===== src/rtl/fft_pkg.sv =====
// Shared definitions for the FFT I/O controller: FSM encoding and address bit-reversal.
package fft_pkg;

  typedef enum logic [1:0] {
    LOAD  = 2'd0,
    KICK  = 2'd1,
    WAIT  = 2'd2,
    DRAIN = 2'd3
  } state_t;

  localparam int MAX_AWL = 16;

  // Reverses the low w bits of v; bits at and above w come back as zero.
  function automatic logic [MAX_AWL-1:0] bitrev(input logic [MAX_AWL-1:0] v, input int w);
    logic [MAX_AWL-1:0] r;
    r = '0;
    for (int i = 0; i < MAX_AWL; i++) begin
      if (i < w) r[i] = v[w-1-i];
    end
    return r;
  endfunction

endpackage


===== src/rtl/fft_skid2.sv =====
// Two-entry valid/ready output buffer; EN low freezes contents and blocks both push and pop.
module fft_skid2 #(
  parameter int W = 32
) (
  input  logic         CLK,
  input  logic         RST,
  input  logic         EN,
  input  logic         in_vld,
  input  logic [W-1:0] in_dat,
  output logic         out_vld,
  output logic [W-1:0] out_dat,
  input  logic         out_rdy,
  output logic [1:0]   count
);

  logic [W-1:0] mem [2];
  logic         wr_ptr;
  logic         rd_ptr;
  logic [1:0]   cnt;
  logic         push;
  logic         pop;

  assign push    = EN && in_vld;
  assign pop     = EN && out_vld && out_rdy;
  assign out_vld = (cnt != 2'd0);
  assign out_dat = out_vld ? mem[rd_ptr] : '0;
  assign count   = cnt;

  // The producer only pushes when it has reserved room, so push-while-full never happens.
  always_ff @(posedge CLK) begin
    if (!RST) begin
      mem[0] <= '0;
      mem[1] <= '0;
      wr_ptr <= 1'b0;
      rd_ptr <= 1'b0;
      cnt    <= 2'd0;
    end else begin
      if (push) begin
        mem[wr_ptr] <= in_dat;
        wr_ptr      <= !wr_ptr;
      end
      if (pop) rd_ptr <= !rd_ptr;
      cnt <= cnt + {1'b0, push} - {1'b0, pop};
    end
  end

endmodule


===== src/rtl/fft_io_ctrl.sv =====
// Frame loader/unloader around an FFT core: fills the RAM with N samples, kicks the core,
// waits for it to release the RAM, then streams the results out in (optionally) bit-reversed order.
module fft_io_ctrl
  import fft_pkg::*;
#(
  parameter int IWL    = 32,
  parameter int AWL    = 5,
  parameter int BITREV = 1
) (
  input  logic           CLK,
  input  logic           RST,
  input  logic           EN,
  input  logic [IWL-1:0] s_DATA,
  input  logic           s_VALID,
  output logic           s_READY,
  output logic [IWL-1:0] m_DATA,
  output logic           m_VALID,
  input  logic           m_READY,
  output logic           m_LAST,
  output logic [IWL-1:0] o_A_DATA,
  output logic [AWL-1:0] o_A_ADDR,
  output logic           o_RAM_Wr,
  output logic [AWL-1:0] o_B_ADDR,
  input  logic [IWL-1:0] i_B_DATA,
  output logic           o_START,
  input  logic           i_RAM_BLOCK,
  output logic           o_BUSY
);

  localparam logic [AWL-1:0] LAST_IDX = '1;

  state_t         state;
  state_t         state_nx;
  logic [AWL-1:0] load_cnt;
  logic [AWL-1:0] out_cnt;
  logic [AWL:0]   rd_cnt;
  logic           seen;
  logic           pend;
  logic           held_vld;
  logic [IWL-1:0] held_dat;
  logic [IWL-1:0] sk_in;
  logic [1:0]     sk_cnt;
  logic [2:0]     occ;
  logic           wr;
  logic           pop;
  logic           rd_go;
  logic           drain_done;

  assign sk_in = held_vld ? held_dat : i_B_DATA;

  fft_skid2 #(.W(IWL)) u_skid (
    .CLK     (CLK),
    .RST     (RST),
    .EN      (EN),
    .in_vld  (pend),
    .in_dat  (sk_in),
    .out_vld (m_VALID),
    .out_dat (m_DATA),
    .out_rdy (m_READY),
    .count   (sk_cnt)
  );

  always_ff @(posedge CLK) begin
    if (!RST)    state <= LOAD;
    else if (EN) state <= state_nx;
  end

  always_comb begin
    s_READY    = RST && EN && (state == LOAD);
    wr         = s_READY && s_VALID;
    o_RAM_Wr   = wr;
    o_A_ADDR   = load_cnt;
    o_A_DATA   = wr ? s_DATA : '0;
    o_START    = (state == KICK);
    o_BUSY     = !((state == LOAD) && (load_cnt == '0));
    pop        = EN && m_VALID && m_READY;
    // Occupancy the skid will have after this edge; a read issued now lands one cycle later.
    occ        = {1'b0, sk_cnt} + {2'b0, pend} - {2'b0, pop};
    rd_go      = EN && (state == DRAIN) && !rd_cnt[AWL] && (occ < 3'd2);
    drain_done = pop && (out_cnt == LAST_IDX);
    m_LAST     = m_VALID && (state == DRAIN) && (out_cnt == LAST_IDX);
    if (state != DRAIN)  o_B_ADDR = '0;
    else if (BITREV != 0) o_B_ADDR = AWL'(bitrev(MAX_AWL'(rd_cnt[AWL-1:0]), AWL));
    else                 o_B_ADDR = rd_cnt[AWL-1:0];

    state_nx = state;
    case (state)
      LOAD:    if (wr && (load_cnt == LAST_IDX)) state_nx = KICK;
      KICK:    state_nx = WAIT;
      WAIT:    if (!i_RAM_BLOCK && seen) state_nx = DRAIN;
      DRAIN:   if (drain_done) state_nx = LOAD;
      default: state_nx = LOAD;
    endcase
  end

  // RAM read data is only valid for one cycle, so a read in flight when EN drops is parked in held_dat.
  always_ff @(posedge CLK) begin
    if (!RST) begin
      load_cnt <= '0;
      out_cnt  <= '0;
      rd_cnt   <= '0;
      seen     <= 1'b0;
      pend     <= 1'b0;
      held_vld <= 1'b0;
      held_dat <= '0;
    end else if (EN) begin
      if (wr) load_cnt <= load_cnt + 1'b1;
      if (state == WAIT) seen <= (state_nx == DRAIN) ? 1'b0 : (seen || i_RAM_BLOCK);
      if (drain_done)  rd_cnt <= '0;
      else if (rd_go)  rd_cnt <= rd_cnt + 1'b1;
      if (pop) out_cnt <= out_cnt + 1'b1;
      pend     <= rd_go;
      held_vld <= 1'b0;
    end else if (pend && !held_vld) begin
      held_dat <= i_B_DATA;
      held_vld <= 1'b1;
    end
  end

endmodule


===== config.mk =====
export PLATFORM = sky130hd
export DESIGN_NAME = fft_io_ctrl
export DESIGN_NICKNAME = d
export VERILOG_FILES = /design/src/rtl/fft_pkg.sv /design/src/rtl/fft_skid2.sv /design/src/rtl/fft_io_ctrl.sv
export SDC_FILE = /design/constraint.sdc
export NUM_CORES = 1
export LEC_CHECK = 0
export BUFFER_PORTS_ARGS = -buffer_cell sky130_fd_sc_hd__buf_4
export CELL_PAD_IN_SITES_DETAIL_PLACEMENT = 0
export CELL_PAD_IN_SITES_GLOBAL_PLACEMENT = 1
export CORE_UTILIZATION = 36
export CTS_BUF_LIST = sky130_fd_sc_hd__clkbuf_4 sky130_fd_sc_hd__clkbuf_8 sky130_fd_sc_hd__clkbuf_16
export DETAILED_ROUTE_END_ITERATION = 8
export PLACE_DENSITY = 0.74
export SYNTH_ARGS = -nofsm -noshare
export SYNTH_HDL_FRONTEND = slang
export SYNTH_SLANG_ARGS = --single-unit
export TNS_END_PERCENT = 1

===== constraint.sdc =====
create_clock -name CLK -period 3.9 [get_ports CLK]
set_clock_uncertainty 0.15 [all_clocks]
set_input_delay 0.585 -clock CLK [delete_from_list [all_inputs] [get_ports CLK]]
set_output_delay 0.585 -clock CLK [all_outputs]
set_load 0.02 [all_outputs]

# Yosys cells after proc, flatten, opt, wreduce, memory -nomap -nowiden
# Memory sizes are Yosys's and may differ from the RTL's. A register that Yosys moved wholly into a read port is not among the register bits.
# Index checks and enable logic that the tools add are counted.
# word_totals
mem_count	1
reg_bits	57
elab_cells	83
in_bits	70
ram_bits	64
# mem_list
memory	words	word_bits	read_ports	rd_clocked_by_memory_dff	wr	line	text
u_skid.mem	2	32	1	1	2	fft_skid2.sv:16	logic [W-1:0] mem [2];
# classes
reduce_logical	34
mux	20
n_addsub	7
n_eq_ne	7
bitwise_logic	2
order_cmp	1
# op_table
cell	count
32-bit 2-to-1 mux	4
32-bit OR reduction	1
1-bit logical AND	16
6-bit 2-to-1 mux	2
5-bit by 1-bit adder with 5-bit output (second input constant)	2
5-bit equality test (second input constant)	2
2-bit AND reduction	5
1-bit 2-to-1 mux	9
2-bit case mux with 4 select lines	1
6-bit by 1-bit adder with 6-bit output (second input constant)	1
2-bit equality test (second input constant)	3
1-bit zero test	6
2-bit 2-to-1 mux	3
5-bit zero test	1
5-bit 2-to-1 mux	1
2-bit nonzero test	2
2-bit by 1-bit adder with 3-bit output	1
3-bit by 2-bit < comparator with 1-bit output (second input constant)	1
3-bit by 1-bit subtractor with 3-bit output	1
2-bit by 1-bit adder with 2-bit output	1
2-bit by 1-bit equality test with 1-bit output (second input constant)	1
2-bit zero test	1
2-bit != test (second input constant)	1
1-bit NOT	2
3 further kinds	3

# Depth between registers and ports, before layout
# Gate-level depths: netlist (run 1).
# logic_depth
ltp_word	8
depth_mapped	10
ltp_nobuf	9

# By module
# A second synthesis (run 1) with hierarchy kept.
# unflattened
hier_cells	620
area_unflattened_um2	6072.1
# by_module_without_submodules
module	area_each_um2	seq_area_each_um2	cells_per_inst	n_inst
fft_skid2	3208.1	2021.9	273	1
fft_io_ctrl	2864.0	1061.0	347	1

# Least setup slack after synthesis (run 1)
# OpenSTA, ideal clock, no wires.
# synth_timing
path_kind	input port to flip-flop
startpoint	in EN
endpoint	mem u_skid.mem[0][0] (enable)
path_stages	3
arrival_ps	3099
path_slack_ps	186
setup_time_ps	466
n_path_buf	1
path_cell_list	buf_4 nand2_2 o21ai_0
# synth_lines
element	line	text
from (decl)	fft_io_ctrl.sv:12	input logic EN,
to (decl)	fft_skid2.sv:16	

# Final worst setup path (run 1)
# layout_timing
startpoint	reg state[0]
endpoint	out o_A_DATA[23]
# layout_via
elab_chain_cells	4
# layout_rtl
element	line	text
from (decl)	fft_io_ctrl.sv:32	state_t state;
from (signal assigned)	fft_io_ctrl.sv:65	else if (EN) state <= state_nx;
2-bit zero test	fft_io_ctrl.sv:69	s_READY = RST && EN && (state == LOAD);
1-bit logical AND	fft_io_ctrl.sv:69	
1-bit logical AND	fft_io_ctrl.sv:70	wr = s_READY && s_VALID;
32-bit 2-to-1 mux	fft_io_ctrl.sv:73	o_A_DATA = wr ? s_DATA : '0;
to (decl)	fft_io_ctrl.sv:20	output logic [IWL-1:0] o_A_DATA,
# Every way passes these cells.

==> results by group, run 1 <==
GRT
  • Vias in the first global route: 4476
  • Overflow after GRT: 0
  • First-pass GRT wire length: 21900 um
  • Largest net degree at the start of global routing: 48
  • Gr usage total: 17.3%
  • Antenna violations before repair: 0

Power and ir drop
  • Power share of the clock group: 48.8%
  • Net Sw Frac: 20.8%
  • Leakage: 3.05 nW
  • Combinational power share: 5.7%
  • Part of the power in registers: 45.5%
  • Pint: 0.00242 W
  • PD cells: 403 nW/um^2
  • VDD IR max: 0.000317 V
  • Sw power: 0.000636 W

Setup path
  • CP max stage delay: 0.45 ns
  • Worst-path cell chain: nand4bb_2 -> inv_2 -> and3_1 -> buf_4
  • Critical path arrival: 2.07 ns
  • CP Data Required Time: 3.16 ns
  • Crit Path Class: register to output port
  • Critical path's slowest cell: dfxtp_1
  • Largest fanout on the critical path: 38
  • CP startpoint kind: register
  • Setup crit end kind: output port

Synthesis
  • Mux contribution to synthesized area: 12.4%
  • Simple-gate share of the synthesized area: 21.0%
  • Post-synthesis cell area: 5800 um^2
  • Synthesis-stage register bit count: 122
  • Ys async rst share: 0%
  • Dominant synthesized flop cell: edfxtp_1
  • Xor and xnor area share after synthesis: 0.907%
  • Largest family of logic cells by synthesized area: simple AND/OR/NAND/NOR gates
  • Yosys warning count: 0
  • Register area share after synthesis: 53.2%
  • Synth unique cells: 47
  • Syn Nets: 667
  • Syn Inst Count: 588
  • Number of synthesized flops with an enable pin: 64
  • Synth Area in Compound Gates: 5.33%
  • Area share of fa/ha/maj cells after synthesis: 2.07%
  • Avg Cell Area, Syn: 9.86 um^2

Finish
  • Fin util: 47.9%
  • Antenna fix cells: 0
  • Area grow syn2layout: 30.9%
  • Layout cell share with drive strength beyond 1: 26.8%
  • Most common cell after layout, fill and taps aside: buf_4
  • Layout Nets: 796
  • Commonest cells after routing, fill and taps aside: buf_4 (157), nor2_1 (108), nand2_1 (72), mux2i_1 (72), edfxtp_1 (64)
  • Fillers: 1501
  • Design area: 7590 um^2

Run status
  • Run status: completed

Placed design
  • DP Wirelength: 8960 um
  • Post-placement cell area: 7020 um^2
  • Dpl ws: 0.874 ns
  • Port Buffers: 149
  • Gp weighted congestion: 0.803

Min path
  • Worst hold path type: input pin to register

Clocking
  • Clock latency reported for the late side of the worst-skew pair: 0.42 ns
  • Post CTS Setup Buffer Count: 0
  • Clk root buf: clkbuf_16
  • Post-CTS Hold Buffers: 0
  • Clock sinks: 122
  • Cts bufs inserted: 17
  • CTS tree: done
  • CTS resizes: 0
  • Clk buf depth: 2
  • # H-tree levels: 4
  • Clock-pin slew on the worst setup and hold paths: 0.05 ns

Floorplan
  • Initial cell density of the core: 36.6%
  • Top Ports: 150
  • Die area: 16600 um^2
  • DIE WIDTH: 129 um
  • Row count: 46
  • Core Area: 15800 um^2
  • Die height: 129 um

STA
  • Minimum clock period: 2.81 ns
  • Slew @ Worst Pin: 1.13 ns
  • Final Cycle Share: 72.0%
  • Setup-failing EPs final: 0
  • Hold WS: 0.274 ns
  • RSZ-0062 raised after global routing: false
  • Fmax: 0.356 GHz
  • Post-route setup TNS: 0 ns
  • Final Hold Vio Count: 0
  • Fin worst setup slack: 1.09 ns
  • Slew HR: 24.4%
  • Final Max Tran Viols: 0

Route
  • Via count: 4601
  • Avg WL per Cell: 14.9 um
  • DRT antenna net count: 0
  • Residual DRC: 0
  • Drt initial violations: 198
  • Vias per cell: 4.86
  • DR pass1 iterations: 4
  • Detailed Route WL: 14100 um

Run
  • Max Cap Viol: 0
## cells in the mapped netlist, types with 2 or more instances
| master | n | share of area, % |
|---|---|---|
| nor2_1 | 109 | 7.1 |
| o21ai_0 | 5 | 0.43 |
| nand3b_1 | 5 | 0.65 |
| and3_1 | 39 | 4.2 |
| clkbuf_1 | 16 | 1.0 |
| or3_1 | 4 | 0.43 |
| ha_1 | 8 | 1.7 |
| nor3_1 | 3 | 0.26 |
| and4_1 | 2 | 0.30 |
| buf_2 | 20 | 1.7 |
| nand2_1 | 72 | 4.7 |
| dfxtp_1 | 58 | 20 |
| inv_2 | 2 | 0.13 |
| a21oi_1 | 39 | 3.4 |
| buf_4 | 3 | 0.39 |
| edfxtp_1 | 64 | 33 |
| clkbuf_2 | 3 | 0.26 |
| nand4_1 | 2 | 0.22 |
| inv_1 | 10 | 0.65 |
| nor4_1 | 4 | 0.43 |
| nand3_1 | 15 | 1.3 |
| xor2_1 | 5 | 0.76 |
| o2111ai_1 | 2 | 0.30 |
| mux2i_1 | 72 | 12 |
| buf_6 | 4 | 0.78 |
## worst paths after layout
path                                 startpoint           end  slack [ns]  cells past startpoint
worst max-delay path                   state[0]  o_A_DATA[23]        1.09                      4
worst min-delay path                i_B_DATA[5]   held_dat[5]        0.27                      3
worst max register to register  u_skid.count[1]     rd_cnt[3]        1.13                      9
worst min register to register      held_dat[2]   held_dat[2]        0.30                      2
## final cells by class
type	count	area [um^2]	area share, %
multi-input combinational	407	2440	32.2
clock buffer	21	462	6.09
inverter	12	45.0	0.594
tap	216	270	3.56
sequential	122	3090	40.7
clock inverter	11	103	1.35
timing repair buffer	157	1180	15.5
## logic make-up after synthesis
kind of cell,count (synthesis)
and+or+nand+nor,265
DFF,122
muxes,72
buffers and inverters,59
AOI/OAI and AO/OA,55
adders and majority gates,9
xor gates and xnor gates,6
## flip-flops by register name (all words and copies together), names as in the netlist, 2 cells and up, named ones only
signal,flops
u_skid.count,2
u_skid.mem,64
out_cnt,5
state,2
held_dat,32
o_A_ADDR,5
rd_cnt,6
## layer usage
layer / global-route usage, % / routed length, um / vias up
met4: 6.37 / 159 / 0
met1: 19.9 / 6080 / 2181
met5: 0 / 0 / -
met2: 31.0 / 7290 / 115
met3: 4.24 / 556 / 15
li1: - / - / 2290
## power by group through the flow
stage	Clock, W	Combinational (W)	Sequential (W)
finish	0.00149	0.000173	0.00139
CTS	0.00152	0.000175	0.00139
global placement	0	0.000172	0.00142
global route	0.00158	0.000187	0.00140
detailed placement	0	0.000175	0.00142
floorplan	0	0.0000794	0.00142
## critical path: cells and delay by family, from the launching register on
family | cells | cell delay [ns]
AND/OR/NAND/NOR | 2 | 0.63
flip-flops | 1 | 0.45
buffers and inverters | 2 | 0.57
## metrics by stage
| step | cells | total power (W) |
|---|---|---|
| after floorplan | 588 | 0.00150 |
| after global placement | 914 | 0.00159 |
| after detailed placement | 914 | 0.00159 |
| after CTS | 946 | 0.00309 |
| after global routing | 946 | 0.00316 |
| final | 946 | 0.00306 |
No activity file was read; power rests on OpenSTA's default activity.
==> run 2: changes to the inputs <==
--- a/config.mk
+++ b/config.mk
@@ -5,13 +5,14 @@
 export SDC_FILE = /design/constraint.sdc
 export NUM_CORES = 1
 export LEC_CHECK = 0
+export ABC_AREA = 1
 export BUFFER_PORTS_ARGS = -buffer_cell sky130_fd_sc_hd__buf_4
 export CELL_PAD_IN_SITES_DETAIL_PLACEMENT = 0
 export CELL_PAD_IN_SITES_GLOBAL_PLACEMENT = 1
-export CORE_UTILIZATION = 36
+export CORE_UTILIZATION = 38
 export CTS_BUF_LIST = sky130_fd_sc_hd__clkbuf_4 sky130_fd_sc_hd__clkbuf_8 sky130_fd_sc_hd__clkbuf_16
 export DETAILED_ROUTE_END_ITERATION = 8
-export PLACE_DENSITY = 0.74
+export PLACE_DENSITY = 0.77
 export SYNTH_ARGS = -nofsm -noshare
 export SYNTH_HDL_FRONTEND = slang
 export SYNTH_SLANG_ARGS = --single-unit
==> constraint.sdc (replaced) <==
create_clock -name CLK -period 2.7 [get_ports CLK]
set_clock_uncertainty 0.15 [all_clocks]
set_input_delay 0.405 -clock CLK [delete_from_list [all_inputs] [get_ports CLK]]
set_output_delay 0.405 -clock CLK [all_outputs]
set_load 0.02 [all_outputs]
==> results by group, run 2 <==
Run status
  • Run status: finished with violations
  • Failing checks: DRC

Finish
  • Non-Filler Instances: 1048
  • Register Area: 3080 um^2
  • Max FFs per register: 64
  • Commonest cells after routing, fill and taps aside: buf_4 (161), nand2_1 (128), nor2_1 (123)
  • Layout Nets: 930
  • Most common cell after layout, fill and taps aside: buf_4
  • Antenna fix cells: 0
  • Biggest regs: u_skid.mem x64, held_dat x32, rd_cnt x6
  • Design area: 7520 um^2
  • Layout cell share with drive strength beyond 1: 24.3%
  • Fillers: 1389
  • Largest reg by FF count: u_skid.mem
  • Multi-input gate area: 2100 um^2
  • Area grow syn2layout: 31.2%

Min path
  • HP Start: EN
  • Worst hold path type: input pin to register
  • Hold Crit Depth: 2
  • Hold Path Sink: held_vld

Floorplan
  • Row count: 44
  • Initial cell density of the core: 39.1%
  • Die area: 15600 um^2
  • DIE WIDTH: 125 um
  • Top Ports: 150
  • Core Area: 14600 um^2
  • Die height: 125 um

Route
  • DR pass1 iterations: 7
  • Drt initial violations: 311
  • Avg WL per Cell: 13.5 um
  • Vias per cell: 4.82
  • Met3 wire length: 679 um
  • Routed met2 length: 7010 um
  • DRT antenna net count: 0
  • Via count: 5055
  • DR top layer: met4
  • Residual DRC: 12
  • Detailed Route WL: 14200 um
  • DRT met1 WL: 6390 um

Synthesis
  • Dominant synthesized flop cell: edfxtp_1
  • Ys async rst share: 0%
  • Most common cell in the netlist: nand2_1
  • Syn Inst Count: 711
  • Synth top area cells: edfxtp_1 (34%), dfxtp_1 (20%), nand2_1 (8.4%)
  • Synth unique cells: 25
  • Simple-gate share of the synthesized area: 20.0%
  • Largest family of logic cells by synthesized area: simple AND/OR/NAND/NOR gates
  • Number of synthesized flops with an enable pin: 64
  • Post-synthesis cell area: 5730 um^2
  • Top cells by instance count after synthesis: nand2_1 (129), nor2_1 (123), inv_1 (87)
  • Dominant cell type by area after synthesis: edfxtp_1
  • Mux contribution to synthesized area: 0%
  • Area share of fa/ha/maj cells after synthesis: 2.10%
  • Synth top area share: 33.5%
  • Avg Cell Area, Syn: 8.06 um^2
  • Yosys warning count: 0
  • Syn Nets: 790
  • Synthesis-stage register bit count: 122
  • Xor and xnor area share after synthesis: 0.306%
  • Synth Area in Compound Gates: 14.0%
  • Register area share after synthesis: 53.8%

STA
  • Final Hold Vio Count: 0
  • Slew HR: 25.2%
  • Minimum clock period: 2.45 ns
  • Slew @ Worst Pin: 1.12 ns
  • Final Max Tran Viols: 0
  • Final Cycle Share: 90.9%
  • Setup-failing EPs final: 0
  • RSZ-0062 raised after global routing: false
  • Fmax: 0.407 GHz
  • Post-route setup TNS: 0 ns

Clocking
  • Cts bufs inserted: 17
  • CTS tree: done
  • Clock sinks: 122
  • Post CTS Setup Buffer Count: 0
  • # H-tree levels: 4
  • Clk root buf: clkbuf_16
  • Clock-pin slew on the worst setup and hold paths: 0.05 ns
  • Clk buf depth: 2
  • Clock latency reported for the late side of the worst-skew pair: 0.41 ns

Placed design
  • DP Wirelength: 9410 um
  • Port Buffers: 149
  • Post-placement cell area: 6970 um^2
  • Gp weighted congestion: 0.814
  • Inst Count DP: 1016

Power and ir drop
  • VDD IR max: 0.000351 V
  • Combinational power share: 6.0%
  • Pint: 0.00338 W
  • Power share of the clock group: 47.1%
  • Leakage: 3.28 nW
  • Sw power: 0.000915 W
  • Part of the power in registers: 46.9%
  • Net Sw Frac: 21.3%
  • PD cells: 571 nW/um^2

GRT
  • Antenna violations before repair: 0
  • Overflow after GRT: 0
  • Vias in the first global route: 4821
  • Gr usage total: 18.7%
  • First-pass GRT wire length: 23100 um
  • Largest net degree at the start of global routing: 66

Setup path
  • Worst reg2reg setup slack: 0.25 ns
  • Crit Path Class: register to register
  • CP Data Required Time: 2.89 ns
  • FF-to-FF End: rd_cnt[5]
  • Largest fanout on the critical path: 7
  • Critical path arrival: 2.64 ns
  • Setup crit end kind: register
  • Reg2reg path depth: 14
  • Reg2reg start: u_skid.count[1]
  • CP startpoint kind: register

Run
  • Max Cap Viol: 0
[run 2: how the worst max path moves through the flow]
| stage | cells past startpoint | startpoint | slack [ns] | to |
|---|---|---|---|---|
| floorplan | 14 | u_skid.count[1] | 0.40 | rd_cnt[5] |
| global placement | 15 | EN | 0.23 | rd_cnt[5] |
| detailed placement | 15 | EN | 0.15 | rd_cnt[5] |
| CTS | 4 | state[1] | 0.10 | o_RAM_Wr |
| global route | 14 | u_skid.count[1] | 0.02 | rd_cnt[5] |
| finish | 14 | u_skid.count[1] | 0.25 | rd_cnt[5] |
[run 2: final cells by class]
class,count,area share [%]
clock buffer,24,6.52
clock inverter,8,0.632
inverter,91,4.54
multi-input combinational,457,27.9
sequential,122,41.0
tap,184,3.06
timing repair buffer,162,16.3
[run 2: power groups by stage]
stage                     logic, W  clock network, W  registers, W
after floorplan           0.000113                 0       0.00205
after global placement    0.000254                 0       0.00205
after detailed placement  0.000259                 0       0.00205
after CTS                 0.000261           0.00206       0.00201
after global routing      0.000285           0.00215       0.00202
final                     0.000258           0.00202       0.00201
[run 2: through the flow]
stage               utilization, %  power (W)  hold WS (ns)  setup WS [ns]
global placement              47.6    0.00230         0.285          0.233
floorplan                        -    0.00217         0.276          0.401
detailed placement            47.6    0.00231         0.293          0.146
CTS                           51.3    0.00434        0.0633          0.104
finish                        51.3    0.00429        0.0844          0.245
global route                  51.3    0.00446        0.0736         0.0244
[run 2: cells by family (layout without fill, tap and decap cells)]
kind of cell,count (synthesis),in the layout
and+or+nand+nor,286,286
DFF,122,122
AOI/OAI and AO/OA,160,160
xor gates and xnor gates,2,2
adders and majority gates,9,9
buffers and inverters,132,285
[run 2: repair_timing]
| action | 4_1_cts | 5_1_grt |
|---|---|---|
| endpoints found under the setup margin | 0 | 33 |
| hold buffers | 0 | 0 |
| gates resized for setup | 0 | 1 |
[run 2: routing by layer]
layer | global-route usage, % | up-vias
met2 | 32.2 | 126
met3 | 5.67 | 12
met5 | 0 | -
met1 | 23.2 | 2352
met4 | 3.80 | 0
li1 | - | 2565
[run 2: worst max-delay path, cell delays in order, from the launching register on]
cell     delay, ns
dfxtp_1       0.47
nor2_4        0.07
nor2_4        0.09
inv_2         0.07
nor2_2        0.15
inv_2         0.06
nand2_1       0.09
nand2_1       0.08
fa_1          0.51
nand2_1       0.06
nor2_1        0.08
nand3_1       0.22
nand2_1       0.12
nand2_1       0.05
a21oi_1       0.11
